**src/rtl/mempool_pkg.sv**
```systemverilog
// Shared MemPool types: DMA request layout, DRAM controller index type,
// L1 (TCDM) address range and the burst splitter FSM encoding.
package mempool_pkg;

    localparam int unsigned NumDramsCfg = 4;
    localparam logic [31:0] L1Base      = 32'h0000_0000;
    localparam logic [31:0] TCDMSize    = 32'h0010_0000;

    function automatic int unsigned idx_width(input int unsigned n);
        return (n > 1) ? $clog2(n) : 1;
    endfunction

    typedef logic [idx_width(NumDramsCfg)-1:0] dram_id_t;

    typedef struct packed {
        logic [31:0] src;
        logic [31:0] dst;
        logic [31:0] num_bytes;
        logic        decouple_rw;
        logic        deburst;
        logic        serialize;
    } dma_req_t;

    typedef enum logic {
        IDLE,
        SPLIT
    } split_state_e;

endpackage

```
**src/rtl/dram_boundary_calc.sv**
```systemverilog
// Combinational sub-burst sizing: largest chunk that stays inside one
// interleave chunk on both sides, plus the L2-side controller index.
module dram_boundary_calc
    import mempool_pkg::*;
#(
    parameter int unsigned NumDrams        = 4,
    parameter int unsigned InterleaveBytes = 1024,
    parameter logic [31:0] L1Size          = TCDMSize
) (
    input  logic [31:0]                    src,
    input  logic [31:0]                    dst,
    input  logic [31:0]                    rem,
    output logic [31:0]                    len,
    output logic                           last,
    output logic [idx_width(NumDrams)-1:0] dram_id
);

    localparam int unsigned IdW    = idx_width(NumDrams);
    localparam int unsigned OffW   = $clog2(InterleaveBytes);
    localparam logic [31:0] Chunk  = 32'(InterleaveBytes);
    localparam logic [31:0] Mask   = 32'(InterleaveBytes - 1);

    logic [31:0] src_room;
    logic [31:0] dst_room;
    logic [31:0] l2_addr;

    always_comb begin
        src_room = Chunk - (src & Mask);
        dst_room = Chunk - (dst & Mask);
        len      = rem;
        if (src_room < len) len = src_room;
        if (dst_room < len) len = dst_room;
        last     = (len == rem);
        // The L2 side is src unless src lives in L1.
        l2_addr  = (src >= L1Size) ? src : dst;
        dram_id  = (NumDrams == 1) ? '0 : IdW'(l2_addr >> OffW);
    end

endmodule

```
**src/rtl/dram_burst_splitter.sv**
```systemverilog
// Splits DMA requests into sub-bursts that never cross a DRAM interleave boundary.
// Optional perf counters: define DRAM_BURST_SPLITTER_PERF_EN.
module dram_burst_splitter
    import mempool_pkg::*;
#(
    parameter int unsigned NumDrams        = 4,
    parameter int unsigned InterleaveBytes = 1024,
    parameter logic [31:0] L1Size          = TCDMSize
) (
    input  logic                           clk_i,
    input  logic                           rst_i,
    input  dma_req_t                       req_i,
    input  logic                           req_valid_i,
    output logic                           req_ready_o,
    output dma_req_t                       burst_o,
    output logic                           burst_valid_o,
    input  logic                           burst_ready_i,
    output logic [idx_width(NumDrams)-1:0] burst_dram_id_o,
    output logic                           burst_last_o,
    output logic                           busy_o
`ifdef DRAM_BURST_SPLITTER_PERF_EN
    ,
    output logic [31:0]                    perf_bursts_o,
    output logic [31:0]                    perf_reqs_o
`endif
);

    split_state_e state_q;
    dma_req_t     req_q;
    logic [31:0]  src_q;
    logic [31:0]  dst_q;
    logic [31:0]  rem_q;
    logic [31:0]  len;
    logic         calc_last;

    dram_boundary_calc #(
        .NumDrams        (NumDrams),
        .InterleaveBytes (InterleaveBytes),
        .L1Size          (L1Size)
    ) u_calc (
        .src     (src_q),
        .dst     (dst_q),
        .rem     (rem_q),
        .len     (len),
        .last    (calc_last),
        .dram_id (burst_dram_id_o)
    );

    always_comb begin
        burst_o           = req_q;
        burst_o.src       = src_q;
        burst_o.dst       = dst_q;
        burst_o.num_bytes = len;
    end

    // rem is 0 outside SPLIT, so the raw last flag must be qualified by valid.
    assign burst_last_o = burst_valid_o & calc_last;

    always_ff @(posedge clk_i or posedge rst_i) begin
        if (rst_i) begin
            state_q       <= IDLE;
            req_q         <= '0;
            src_q         <= '0;
            dst_q         <= '0;
            rem_q         <= '0;
            req_ready_o   <= 1'b1;
            burst_valid_o <= 1'b0;
            busy_o        <= 1'b0;
        end else begin
            case (state_q)
                IDLE: begin
                    if (req_valid_i && req_ready_o) begin
                        req_q <= req_i;
                        src_q <= req_i.src;
                        dst_q <= req_i.dst;
                        rem_q <= req_i.num_bytes;
                        if (req_i.num_bytes != '0) begin
                            state_q       <= SPLIT;
                            req_ready_o   <= 1'b0;
                            burst_valid_o <= 1'b1;
                            busy_o        <= 1'b1;
                        end
                    end
                end
                SPLIT: begin
                    if (burst_ready_i) begin
                        src_q <= src_q + len;
                        dst_q <= dst_q + len;
                        rem_q <= rem_q - len;
                        if (calc_last) begin
                            state_q       <= IDLE;
                            req_ready_o   <= 1'b1;
                            burst_valid_o <= 1'b0;
                            busy_o        <= 1'b0;
                        end
                    end
                end
                default: state_q <= IDLE;
            endcase
        end
    end

`ifdef DRAM_BURST_SPLITTER_PERF_EN
    always_ff @(posedge clk_i or posedge rst_i) begin
        if (rst_i) begin
            perf_bursts_o <= '0;
            perf_reqs_o   <= '0;
        end else begin
            if (state_q == SPLIT && burst_ready_i)
                perf_bursts_o <= perf_bursts_o + 32'd1;
            if (state_q == IDLE && req_valid_i && req_i.num_bytes != '0)
                perf_reqs_o <= perf_reqs_o + 32'd1;
        end
    end
`endif

endmodule

```
**config.mk**
```make
export PLATFORM = sky130hd
export DESIGN_NAME = dram_burst_splitter
export DESIGN_NICKNAME = d
export VERILOG_FILES = /design/src/rtl/mempool_pkg.sv /design/src/rtl/dram_boundary_calc.sv /design/src/rtl/dram_burst_splitter.sv
export SDC_FILE = /design/constraint.sdc
export NUM_CORES = 1
export LEC_CHECK = 0
export ABC_AREA = 1
export ABC_CLOCK_PERIOD_IN_PS = 15400
export CAP_MARGIN = 10
export CELL_PAD_IN_SITES_DETAIL_PLACEMENT = 0
export CELL_PAD_IN_SITES_GLOBAL_PLACEMENT = 1
export CORE_ASPECT_RATIO = 0.5
export CORE_UTILIZATION = 41
export DETAILED_ROUTE_END_ITERATION = 7
export PLACE_DENSITY = 0.84
export SYNTH_ARGS = -nofsm -noshare
export SYNTH_HDL_FRONTEND = slang
export SYNTH_SLANG_ARGS = --single-unit
```
**constraint.sdc**
```tcl
create_clock -name clk_i -period 15.4 [get_ports clk_i]
set_input_delay 2.31 -clock clk_i [delete_from_list [all_inputs] [get_ports clk_i]]
set_output_delay 2.31 -clock clk_i [all_outputs]
set_load 0.01 [all_outputs]
```
==> impl_metrics.tcl <==
set metrics [dict create \
    status "complete, but fails checks" \
    violations "DRC" \
    cpMostUsedCell "nand2_1" \
    row_count 41 \
    synth.ff_latch_count 102 \
    io_buffers 186 \
    worstPathArrival_ns 7.23 \
    dpl.hpwl_um 30900 \
    synth_top_family_by_area "simple AND/OR/NAND/NOR gates" \
    worst_hold_path_type "flop to flop" \
    dr.pass1.iters 7 \
    grt_max_degree 75 \
    clock_sinks 102 \
    globalRoute.totalOverflow 0 \
    dieWidth_um 234 \
    synth_simple_gate_area_frac 0.267 \
    cts_buffers 9 \
    post-cts-setup-buffers 0 \
    maxCapViolCount 0 \
    fin_area_um2 13600 \
    clock_latency_ns 0.39 \
    setup-violations-final 0 \
    routabilityCongestion 0.954 \
    via_per_inst 5.38 \
    cpPeakStageDelay_ns 0.55 \
    drc 4 \
    cts.reportedPaths.clkPinSlew_ns 0.08 \
    cts.path.max_buffers 2 \
    timing.hold.ws_ns 0.484 \
    yosysTopAreaCell "dfrtp_1" \
    syn_to_final_growth_pct 23.5 \
    start_util 0.427 \
    hold_viol 0 \
    syn_inst 1680 \
    slew_violations 0 \
    htreeDepth 3 \
    synthTopCellsByArea "dfrtp_1 (23%), nand2_1 (14%), ha_1 (13%)" \
    finalCritPeriodShare 0.620 \
    max-slew-margin-rel 0.431 \
    routed_wl_um 38900 \
    synth_edf_count 0 \
    synth_cell_types 49 \
    synth.area.mux_share 0 \
    grt_setup_unrepaired "no" \
    layout_common_cells "nand2_1 (401), o21ai_0 (187), clkdlybuf4s50_1 (186), inv_1 (172), nor2_1 (154)" \
    multi_input_area_um2 7710 \
    nFillCells 2670 \
    ys_warn_count 0 \
    netlist_area_um2 11000 \
    critPathRequiredTime_ns 13.09 \
    wl_per_cell_um 17.4 \
    max_freq_ghz 0.105 \
    synth_xor_area_frac 0.0430 \
    vias 12100 \
    worstSetupPathType "flop to primary output" \
    synth-compound-area-share 0.226 \
    synthAdderAreaFrac 0.136 \
    die_area_um2 27500 \
    io_pins 208 \
    yosysSeqAreaShare 0.232 \
    antenna_cells 0 \
    cts_tree "built" \
    die_y_um 118 \
    grt_usage 0.287 \
    ctsRootBufferMaster "clkbuf_16" \
    fin_setup_tns_ns 0 \
    min_period_ns 9.54 \
    grt_pass1_vias 11500 \
    critPathLaunchType "flop" \
    antenna_left 0 \
    ctsHoldBuffers 0 \
    placed_area_um2 13300 \
    critPathCaptureType "primary output" \
    synth.top_cell.area_share 0.230 \
    grt_pass1_wl_um 61800 \
    drtIter0Drc 859 \
    cp_max_fo 23 \
    design.core.area_um2 25800 \
    layout.nets 2113 \
    critPathSlowestCell "clkdlybuf4s50_1" \
    final_common_cell "nand2_1" \
    async_reset_ff_frac 1.00 \
    register_area_um2 2560 \
    rrSetupSlack_ns 7.86 \
    drive_gt1_frac 0.0242 \
    syn_area_per_cell_um2 6.54 \
    worstMarginPinSlew_ns 0.846 \
    antenna_found_initial 0 \
    finalClockSkew_ns 0.0114 \
    post_cts_resized 0 \
    ys.flop_type "dfrtp_1" \
]
-- path summary, 6_finish.rpt --
kind / from / to / cells past startpoint
max: src_q[2] / burst_last_o / 34
min: burst_o[0] / burst_o[0] / 2
max reg2reg: src_q[2] / dst_q[30] / 41
min reg2reg: burst_o[0] / burst_o[0] / 2
max in group asynchronous: rst_i / state_q / 3
min in group asynchronous: rst_i / src_q[23] / 2
-- final cells by class --
type                    count  share of cell area
clock inverters             5             0.00433
inverters                 177              0.0491
flip-flops and latches    102               0.188
clock buffers              11              0.0179
repair buffers            192               0.140
well taps                 344              0.0317
multi-input cells        1410               0.568
-- worst max-delay path: cells and delay by family, from the launching register on --
kind | cells | cell delay [ns]
and+or+nand+nor | 21 | 3.70
adders and majority gates | 3 | 0.98
buffers and inverters | 4 | 0.82
AOI/OAI and AO/OA | 5 | 0.74
DFF | 1 | 0.44
xor gates and xnor gates | 1 | 0.16
-- synthesized netlist by cell type (22+ instances only) --
cell,instances
nor2_1,154
a21oi_1,141
o21ai_0,187
xor2_1,43
clkbuf_1,38
dfrtp_1,101
inv_1,174
buf_4,24
nand3_1,72
o22ai_1,22
nor3_1,26
nand2_1,402
ha_1,115
-- state kept, by name, indices dropped and copies added (netlist names) --
register and flops:
busy_o 1, req_ready_o 1, burst_o 3, state_q 1, rem_q 32, src_q 32, dst_q 32
-- cells by family (layout without fill, tap and decap cells) --
kind of cell	count (synthesis)	in the layout
AO/OA/AOI/OAI	448	448
XOR/XNOR	54	54
adder cells (fa/ha/maj)	118	118
buffers and inverters	247	385
flip-flops	102	102
other	2	81
AND/OR/NAND/NOR	709	709
-- stage by stage --
step | instances | setup slack, ns | utilization
after global routing | 2241 | 5.09 | 0.527
after global placement | 2225 | 6.39 | 0.515
final | 2241 | 5.86 | 0.527
after detailed placement | 2225 | 6.32 | 0.515
after CTS | 2241 | 5.89 | 0.527
after floorplan | 1759 | 8.01 | -
-- layer usage --
layer | track usage | share of wire | vias up
li1 | - | - | 6033
met1 | 0.409 | 0.49 | 5627
met2 | 0.429 | 0.42 | 364
met3 | 0.0770 | 0.076 | 39
met4 | 0.0588 | 0.015 | 0
met5 | 0 | 0 | -
Power is left out: the tool's default activity adds up to more than one toggle a clock period on the data nets, which glitch-free logic cannot reach.
